$ cat src/rtl/sig_glitch_filter.sv
// sig_glitch_filter: synchronizes an async pin and debounces it with a 4-state qualifier.
// Optional rejected-transition counter enabled by defining GLITCH_FILTER_CNT_EN.
module sig_glitch_filter #(
    parameter int FILTER_W    = 8,
    parameter int SYNC_STAGES = 2,
    parameter int GLITCH_W    = 8
) (
    input  logic                clk,
    input  logic                rst,
    input  logic                sig_async,
    input  logic                en,
    input  logic [FILTER_W-1:0] filter_len,
    input  logic                glitch_clr,
    output logic                sig_filtered,
    output logic                rise_pulse,
    output logic                fall_pulse,
    output logic [GLITCH_W-1:0] glitch_count
);

    typedef enum logic [1:0] {
        LOW    = 2'd0,
        QUAL_H = 2'd1,
        HIGH   = 2'd2,
        QUAL_L = 2'd3
    } state_t;

    logic [SYNC_STAGES-1:0] sync_q;
    logic [SYNC_STAGES-1:0] sync_d;
    logic                   s;

    state_t                 state_q;
    state_t                 state_d;
    logic [FILTER_W-1:0]    cnt_q;
    logic [FILTER_W-1:0]    cnt_d;
    logic                   rise_q;
    logic                   rise_d;
    logic                   fall_q;
    logic                   fall_d;
    logic                   glitch_ev;

    // Shift the raw pin into the synchronizer chain; s is the last stage.
    always_comb begin
        sync_d = {sync_q[SYNC_STAGES-2:0], sig_async};
    end

    assign s = sync_q[SYNC_STAGES-1];

    // Synchronizer, FSM state, qualification counter and edge strobes.
    always_ff @(posedge clk) begin
        if (rst) begin
            sync_q  <= '0;
            state_q <= LOW;
            cnt_q   <= '0;
            rise_q  <= 1'b0;
            fall_q  <= 1'b0;
        end else begin
            sync_q  <= sync_d;
            state_q <= state_d;
            cnt_q   <= cnt_d;
            rise_q  <= rise_d;
            fall_q  <= fall_d;
        end
    end

    // Next-state logic: a level change must hold for filter_len+1 FSM cycles.
    // The >= compare lets a shrinking filter_len finish at once and keeps cnt from wrapping.
    always_comb begin
        state_d   = state_q;
        cnt_d     = cnt_q;
        rise_d    = 1'b0;
        fall_d    = 1'b0;
        glitch_ev = 1'b0;
        unique case (state_q)
            LOW: begin
                if (s && en) begin
                    state_d = QUAL_H;
                    cnt_d   = '0;
                end
            end
            QUAL_H: begin
                if (!en) begin
                    state_d = LOW;
                    cnt_d   = '0;
                end else if (!s) begin
                    state_d   = LOW;
                    cnt_d     = '0;
                    glitch_ev = 1'b1;
                end else if (cnt_q >= filter_len) begin
                    state_d = HIGH;
                    cnt_d   = '0;
                    rise_d  = 1'b1;
                end else begin
                    cnt_d = cnt_q + FILTER_W'(1);
                end
            end
            HIGH: begin
                if (!s && en) begin
                    state_d = QUAL_L;
                    cnt_d   = '0;
                end
            end
            QUAL_L: begin
                if (!en) begin
                    state_d = HIGH;
                    cnt_d   = '0;
                end else if (s) begin
                    state_d   = HIGH;
                    cnt_d     = '0;
                    glitch_ev = 1'b1;
                end else if (cnt_q >= filter_len) begin
                    state_d = LOW;
                    cnt_d   = '0;
                    fall_d  = 1'b1;
                end else begin
                    cnt_d = cnt_q + FILTER_W'(1);
                end
            end
            default: begin
                state_d = LOW;
                cnt_d   = '0;
            end
        endcase
    end

    assign sig_filtered = (state_q == HIGH) || (state_q == QUAL_L);
    assign rise_pulse   = rise_q;
    assign fall_pulse   = fall_q;

`ifdef GLITCH_FILTER_CNT_EN
    logic [GLITCH_W-1:0] glitch_q;
    logic [GLITCH_W-1:0] glitch_d;

    // Saturating glitch counter; a clear in the same cycle as a glitch wins.
    always_comb begin
        glitch_d = glitch_q;
        if (glitch_clr) begin
            glitch_d = '0;
        end else if (glitch_ev && (glitch_q != {GLITCH_W{1'b1}})) begin
            glitch_d = glitch_q + GLITCH_W'(1);
        end
    end

    // Glitch counter register.
    always_ff @(posedge clk) begin
        if (rst) begin
            glitch_q <= '0;
        end else begin
            glitch_q <= glitch_d;
        end
    end

    assign glitch_count = glitch_q;
`else
    logic unused_glitch;

    assign unused_glitch = glitch_clr ^ glitch_ev;
    assign glitch_count  = '0;
`endif

endmodule

$ cat config.mk
export PLATFORM = sky130hd
export DESIGN_NAME = sig_glitch_filter
export DESIGN_NICKNAME = d
export VERILOG_FILES = /design/src/rtl/sig_glitch_filter.sv
export SDC_FILE = /design/constraint.sdc
export NUM_CORES = 1
export LEC_CHECK = 0
export ABC_AREA = 1
export BUFFER_PORTS_ARGS = -buffer_cell sky130_fd_sc_hd__clkbuf_2
export CORE_ASPECT_RATIO = 1.2
export CORE_MARGIN = 8
export CORE_UTILIZATION = 27
export CTS_CLUSTER_DIAMETER = 60
export DETAILED_ROUTE_END_ITERATION = 6
export HOLD_SLACK_MARGIN = 0.02
export PLACE_DENSITY_LB_ADDON = 0.05
export SYNTH_ARGS = -nofsm -noshare
export SYNTH_HDL_FRONTEND = slang
export SYNTH_SLANG_ARGS = --single-unit
$ cat constraint.sdc
create_clock -name clk -period 2 [get_ports clk]
set_input_delay 0.3 -clock clk [delete_from_list [all_inputs] [get_ports clk]]
set_output_delay 0.3 -clock clk [all_outputs]
set_load 0.005 [all_outputs]
==> results_dict.tcl, run 1 <==
set metrics [dict create \
    status "finished clean" \
    core_area_mm2 0.00334 \
    cpPeakStageDelay_ps 370 \
    initial_core_util 0.284 \
    power_density_mw_per_mm2 575 \
    cts_tree "yes" \
    die_h_um 80.9 \
    timing.rr.start "cnt_q[0]" \
    syn-cell-area_um2 947 \
    grt_pass1_wl_um 3240 \
    final_util 0.322 \
    fmax_mhz 649 \
    die_area_mm2 0.00567 \
    cts_setup_buffers 0 \
    cts.path.max_buffers 2 \
    fin_tns_setup_ps 0 \
    slew_violations 0 \
    cts_resized 0 \
    crit_arrival_ps 1730 \
    yosys_warnings 0 \
    cts_sinks 14 \
    cp_max_fo 5 \
    power.leakage_nw 0.551 \
    numCtsBuffers 3 \
    wl_um 1870 \
    ioPinCount 24 \
    drt_iter0_drc 17 \
    worst_clock_skew_ps 0.736 \
    required_ps 2190 \
    dp_worst_setup_slack_ps 418 \
    globalplace.congestion 0.694 \
    grt_overflow 0 \
    grt-busiest-layer "met2" \
    synth.area.top_cells "dfxtp_1 (30%), ha_1 (12%), inv_1 (8.3%), nand2_1 (8.3%), nor2_1 (7.1%)" \
    grt_pass1_vias 739 \
    ys_ff_latch 14 \
    synth_area_leader_cell "dfxtp_1" \
    path_cells "inv_1 > ha_1 > nand2_1 > nor2_1 > nor2_1 > nand2_1 > nand2_1 > nand3_2 > nand2_2 > nand2_2 > nor2_1" \
    port_buffers 14 \
    period_share 0.771 \
    final_cell_count_no_fill 182 \
    rsz0062_at_grt "no" \
    hold_viol 0 \
    nets 168 \
    ys_seq_area_frac 0.296 \
    r2r_cells 11 \
    grtUsageMet1 0.0754 \
    area_growth_pct 13.6 \
    cts_max_level 1 \
    clock_tree.root_cell "clkbuf_8" \
    irDropWorstVdd_mv 0.284 \
    hp-class "input pin to flip-flop" \
    reg2reg_slack_ps 460 \
    met2_usage 0.124 \
    rows 23 \
    yosysUniqueCellTypes 24 \
    ant_nets 0 \
    critical_path_class "flip-flop to flip-flop" \
    route.detailed.drc 0 \
    synth_top_area_frac 0.296 \
    postSynthCellCount 129 \
    reg2reg_to "cnt_q[5]" \
    dp_hpwl_um 1600 \
    grt_max_degree 9 \
    end_kind "flip-flop" \
    vias_per_cell 4.20 \
    critPathLaunch "cnt_q[0]" \
    syn_avg_cell_area_um2 7.34 \
    final_cell_mix "inv_1 (21), nand2_1 (21), nor2_1 (18)" \
    placedCellCount 178 \
    detail_route.wl_per_cell_um 10.3 \
    antenna_cells 0 \
    vias 765 \
    drive_above_1_share 0.228 \
    slowest_stage "dfxtp_1" \
    ctsHoldBuffers 0 \
    power_mw 0.619 \
    setup_viol 0 \
    die_width_um 70.1 \
    cp-start-kind "flip-flop" \
    critPathCapture "cnt_q[5]" \
    cts.clk_slew.worst_paths_ps 60 \
    drv_cap 0 \
    dr.pass1.iters 2 \
    grtUsageMet3 0.0171 \
    setup_ws_ps 459 \
    clock_latency_ps 240 \
    hp-start "sig_async" \
    layout_min_cycle_time_ps 1540 \
    grt_usage 0.0702 \
    antenna_found_initial 0 \
]
registers in the layout, summed over array words and instances, names as in the netlist:
name and flops:
cnt_q 8, rise_pulse 1, sync_q 2, state_q 2
fall_pulse 1
critical path: cells and delay by family (launching register included):
family | cells | cell delay, ps
simple gates | 9 | 760
buf+inv | 1 | 90
fa+ha+maj | 1 | 270
flops | 1 | 370
worst min-delay path by stage:
stage	depth (start not counted)	end	slack, ps
2_1_floorplan	1	cnt_q[1]	370
3_3_place_gp	2	sync_q[1]	400
3_5_place_dp	2	sync_q[1]	400
4_1_cts	3	sync_q[0]	240
5_1_grt	3	sync_q[0]	240
6_report	3	sync_q[0]	240
cell type report:
type	count	area (um2)
inverter	23	91.3
clock buffer	4	55.1
multi-input combinational	90	533
fill	384	2260
tap	37	46.3
timing repair buffer	14	70.1
sequential	14	280
power by group:
group	internal (mW)	leakage (nW)	switching (mW)
Combinational	0.0207	0.409	0.0352
Sequential	0.282	0.113	0.00150
Clock	0.174	0.0288	0.106
stage by stage:
stage	instance area [um2]	hold slack (ps)
after floorplan	973	369
after global placement	1020	404
after detailed placement	1020	404
after CTS	1080	238
after global routing	1080	240
final	1080	244
logic make-up after synthesis:
kind of cell,count (synthesis),synth area share
compound gates,8,0.0449
xor+xnor,4,0.0370
fa+ha+maj,9,0.119
buf+inv,32,0.169
flops,14,0.296
other cells,1,0.00396
simple gates,61,0.330
Yosys cell counts:
cell type and number:
a21oi_1 5, a21o_1 1, buf_4 8, inv_1 21
nand3_2 5, nor3_1 1, nor2_4 2, dfxtp_1 14
nor2_1 18, nand2_4 1, xnor2_1 2, o21ai_0 2
nand2_1 21, nand2_2 3, ha_1 9, dlygate4sd1_1 1
nand3_1 5, nor2_2 1, inv_2 1, conb_1 1
nand4_1 3, and2_4 1, inv_6 1, xor2_1 2
per-layer routing:
metal	routed length, um	vias up
li1	-	415
met1	850	334
met2	927	12
met3	59	4
met4	33	0
met5	0	-
No activity file was read; power rests on OpenSTA's default activity.
==> run 2, diff against run 1 <==
clock period = 1.3 ns   (was 2 ns; I/O delays follow)
==> results_dict.tcl, run 2 (same netlist as run 1, synthesis figures left out) <==
set metrics [dict create \
    cts_sinks 14 \
    dr.pass1.iters 4 \
    n_fill_cell 345 \
    final_common_cell "inv_1" \
    vias 829 \
    required_ps 1440 \
    cp_max_fo 2 \
    area_growth_pct 42.0 \
    hold_viol 0 \
    violations "negative setup slack" \
    die_h_um 80.9 \
    hp-start "sig_async" \
    worst_clock_skew_ps 1.79 \
    numCtsBuffers 3 \
    die_width_um 70.1 \
    irDropWorstVdd_mv 0.330 \
    port_buffers 14 \
    period_share 1.07 \
    detail_route.wl_per_cell_um 10.7 \
    layout_min_cycle_time_ps 1390 \
    slowest_stage "dfxtp_2" \
    power_density_mw_per_mm2 724 \
    largest_reg_flops 8 \
    antenna_found_initial 0 \
    power_mw 0.974 \
    r2r_cells 9 \
    ant_nets 0 \
    final_cell_count_no_fill 199 \
    grt_max_degree 9 \
    placedCellCount 188 \
    reg2reg_to "cnt_q[0]" \
    cts_tree "yes" \
    fin_tns_setup_ps -712 \
    initial_core_util 0.284 \
    grt_pass1_wl_um 3810 \
    drt_iter0_drc 8 \
    cp-start-kind "flip-flop" \
    cts_max_level 1 \
    grt_pass1_vias 916 \
    grt_overflow 0 \
    hold_end "sync_q[0]" \
    clock_latency_ps 240 \
    power.leakage_nw 0.641 \
    grt_usage 0.0817 \
    die_area_mm2 0.00567 \
    route.detailed.drc 0 \
    path_cells "inv_2 > buf_4 > buf_4 > buf_4 > buf_4 > buf_4 > buf_4 > o21ai_0 > a21oi_1" \
    timing.rr.start "cnt_q[0]" \
    antenna_cells 0 \
    drv_cap 0 \
    globalplace.congestion 0.754 \
    holdPathStages 3 \
    status "complete, but fails checks" \
    final_cell_mix "inv_1 (20), nand2_1 (17), buf_4 (15)" \
    wl_um 2130 \
    vias_per_cell 4.17 \
    dp_hpwl_um 1640 \
    top_regs "cnt_q: 8 flops, state_q: 2 flops, sync_q: 2 flops" \
    cpPeakStageDelay_ps 330 \
    ioPinCount 24 \
    setup_viol 12 \
    critical_path_class "flip-flop to flip-flop" \
    end_kind "flip-flop" \
    ctsHoldBuffers 0 \
    core_area_mm2 0.00334 \
    cts.path.max_buffers 2 \
    slew_violations 0 \
    setup_ws_ps -90.6 \
    rows 23 \
    rsz0062_at_grt "yes" \
    drive_above_1_share 0.457 \
    reg2reg_slack_ps -90 \
    regMostFlops "cnt_q" \
    crit_top_cell "buf_4" \
    fmax_mhz 719 \
    hp-class "input pin to flip-flop" \
    cts.clk_slew.worst_paths_ps 60 \
    nets 185 \
    clock_tree.root_cell "clkbuf_8" \
    crit_arrival_ps 1530 \
]
run 2: cell types whose count changed in the layout (fill, tap and decap cells not counted), moves of 2 or more:
cell	delta
buf_4	+15
buf_6	+2
nand2_1	-4
ha_4	+6
nand2_4	+2
dfxtp_2	+6
dfxtp_1	-6
nor2_2	+5
ha_1	-6
nor2_1	-6
nand2_2	+2
run 2: worst max-delay path by stage:
stage / from / endpoint / slack (ps) / depth (start not counted)
after floorplan: cnt_q[3] / state_q[1] / 5 / 10
after global placement: filter_len[5] / cnt_q[6] / -150 / 10
after detailed placement: filter_len[1] / cnt_q[6] / -170 / 12
after CTS: cnt_q[0] / state_q[1] / -130 / 11
after global routing: cnt_q[0] / state_q[1] / -180 / 11
final: cnt_q[0] / cnt_q[0] / -90 / 9
run 2: through the flow:
step | hold slack, ps | cell area, um2 | util | setup slack, ps
floorplan | 264 | 980 | - | 5.19
global placement | 391 | 1100 | 0.330 | -152
detailed placement | 394 | 1100 | 0.330 | -171
CTS | 131 | 1300 | 0.389 | -132
global route | 131 | 1350 | 0.403 | -183
finish | 133 | 1350 | 0.403 | -90.6
run 2: critical path, delay by kind of cell, from the launching register on:
kind	cells	cell delay, ps
AO/OA/AOI/OAI	2	190
buffers and inverters	7	770
flip-flops	1	330
run 2: layer usage:
metal  vias up  part of all wire  GRT usage
met5         -                 0          0
met2        11              0.53      0.160
met4         0             0.013     0.0362
met1       368              0.42     0.0778
met3         4             0.032     0.0231
li1        446                 -          -
run 2: cell type report:
cell class / instances / area (um2) / area share
inverter: 23 / 91.3 / 0.0679
timing repair buffer: 31 / 205 / 0.153
clock buffer: 4 / 55.1 / 0.0409
sequential: 14 / 288 / 0.214
multi-input combinational: 90 / 659 / 0.490
tap: 37 / 46.3 / 0.0344
run 2: power by group:
| part | internal, mW | switching (mW) | total, mW |
|---|---|---|---|
| Clock | 0.268 | 0.162 | 0.430 |
| Combinational | 0.0424 | 0.0664 | 0.109 |
| Sequential | 0.433 | 0.00229 | 0.435 |
| Total | 0.744 | 0.230 | 0.974 |
run 2: what timing repair did:
action,4_1_cts,5_1_grt
setup endpoints to repair,12,12
gates resized for setup,15,10
pin swaps,8,9
setup buffers,6,1
endpoints found under the hold margin,0,0
==> run 3, diff against run 2 <==
CTS_CLUSTER_SIZE = 24   (was unset)
PLACE_DENSITY_LB_ADDON = unset   (was 0.05)
==> results_dict.tcl, run 3 (same netlist as run 1, synthesis figures left out) <==
set metrics [dict create \
    setup_ws_ps -86.0 \
    timing.rr.start "cnt_q[0]" \
    antenna_found_initial 0 \
    dr.pass1.iters 4 \
    critPathLaunch "cnt_q[0]" \
    holdPathStages 3 \
    crit_arrival_ps 1520 \
    numCtsBuffers 3 \
    grt_max_degree 9 \
    globalplace.congestion 0.744 \
    final_area_mm2 0.00130 \
    rows 23 \
    top_regs "cnt_q: 8 flops, state_q: 2 flops, sync_q: 2 flops" \
    critical_path_class "flip-flop to flip-flop" \
    die_area_mm2 0.00567 \
    largest_reg_flops 8 \
    detail_route.wl_per_cell_um 9.77 \
    final_cell_count_no_fill 196 \
    hp-class "input pin to flip-flop" \
    end_kind "flip-flop" \
    fin_tns_setup_ps -822 \
    irDropWorstVdd_mv 0.389 \
    fmax_mhz 722 \
    power.leakage_nw 0.632 \
    vias 829 \
    status "complete, but fails checks" \
    regMostFlops "cnt_q" \
    grt_usage 0.0715 \
    nets 182 \
    worst_clock_skew_ps 1.99 \
    area_growth_pct 37.4 \
    slew_violations 0 \
    required_ps 1440 \
    clock_tree.root_cell "clkbuf_8" \
    wl_um 1910 \
    cts_max_level 1 \
    die_width_um 70.1 \
    initial_core_util 0.284 \
    reg2reg_slack_ps -90 \
    die_h_um 80.9 \
    reg2reg_to "cnt_q[5]" \
    grt_pass1_wl_um 3440 \
    drive_above_1_share 0.428 \
    cp_max_fo 5 \
    violations "negative setup slack" \
    cts_sinks 14 \
    core_area_mm2 0.00334 \
    cp-start-kind "flip-flop" \
    critPathCapture "cnt_q[5]" \
    n_fill_cell 368 \
    grt_overflow 0 \
    drv_cap 0 \
    route.detailed.drc 0 \
    hold_viol 0 \
    final_cell_mix "inv_1 (20), nand2_1 (20), clkbuf_2 (14)" \
    power_density_mw_per_mm2 743 \
    port_buffers 14 \
    r2r_cells 11 \
    placedCellCount 188 \
    rsz0062_at_grt "yes" \
    layout_min_cycle_time_ps 1390 \
    ioPinCount 24 \
    vias_per_cell 4.23 \
    cts.path.max_buffers 2 \
    setup_viol 12 \
    clock_latency_ps 240 \
    dpl_cell_area_mm2 0.00110 \
    period_share 1.07 \
    cts_tree "yes" \
    cts.clk_slew.worst_paths_ps 60 \
    dp_worst_setup_slack_ps -144 \
    ant_nets 0 \
    antenna_cells 0 \
    dp_hpwl_um 1440 \
    grt_pass1_vias 878 \
    drt_iter0_drc 14 \
]
==> run 3: through the flow <==
| step | hold slack [ps] | power (mW) | util |
|---|---|---|---|
| 6_report | 143 | 0.966 | 0.390 |
| 5_1_grt | 147 | 1.01 | 0.390 |
| 2_1_floorplan | 264 | 0.518 | - |
| 3_3_place_gp | 392 | 0.529 | 0.330 |
| 3_5_place_dp | 399 | 0.531 | 0.330 |
| 4_1_cts | 141 | 0.977 | 0.383 |
==> run 3: repair_timing <==
action                                  in CTS  in global routing
pin swaps                                   15                  7
hold buffers                                 0                  0
gates resized for setup                     15                  5
buffers inserted                             3                  1
endpoints found under the hold margin        0                  0
endpoints found under the setup margin      12                 12
==> run 3: worst min path at each step <==
stage           endpoint  slack (ps)      start
6_report       sync_q[0]         140  sig_async
5_1_grt        sync_q[0]         150  sig_async
4_1_cts        sync_q[0]         140  sig_async
3_5_place_dp   sync_q[1]         400  sync_q[0]
3_3_place_gp   sync_q[0]         390  sig_async
2_1_floorplan   cnt_q[1]         260        rst
==> run 3: final cells by class <==
cell class,instances,area [um2],share of cell area
tap,37,46.3,0.0356
timing repair buffer,28,179,0.138
multi-input combinational,90,643,0.494
sequential,14,287,0.220
inverter,23,91.3,0.0702
clock buffer,4,55.1,0.0423
==> run 3: per-layer routing <==
metal,part of all wire,routed length [um],global-route usage,up-vias
met3,0.043,83,0.0207,2
met2,0.54,1040,0.138,15
met5,0,0,0,-
met4,0.0047,9,0.0322,0
li1,-,-,-,445
met1,0.41,780,0.0693,367
==> run 3: worst max-delay path, cell delays in order, from the launching register on <==
cell and delay, ps:
dfxtp_2 330, inv_2 50, ha_4 250, nand2_1 40, nor2_1 80, nor2_1 40
nand2_1 70, nand2_2 90, nand3_4 120, nand2_4 70, nand2_4 90, nor2_1 40
==> run 3: where the power goes <==
group	internal (mW)	switching, mW
logic	0.0399	0.0644
clock network	0.268	0.158
registers	0.433	0.00221
total	0.741	0.225
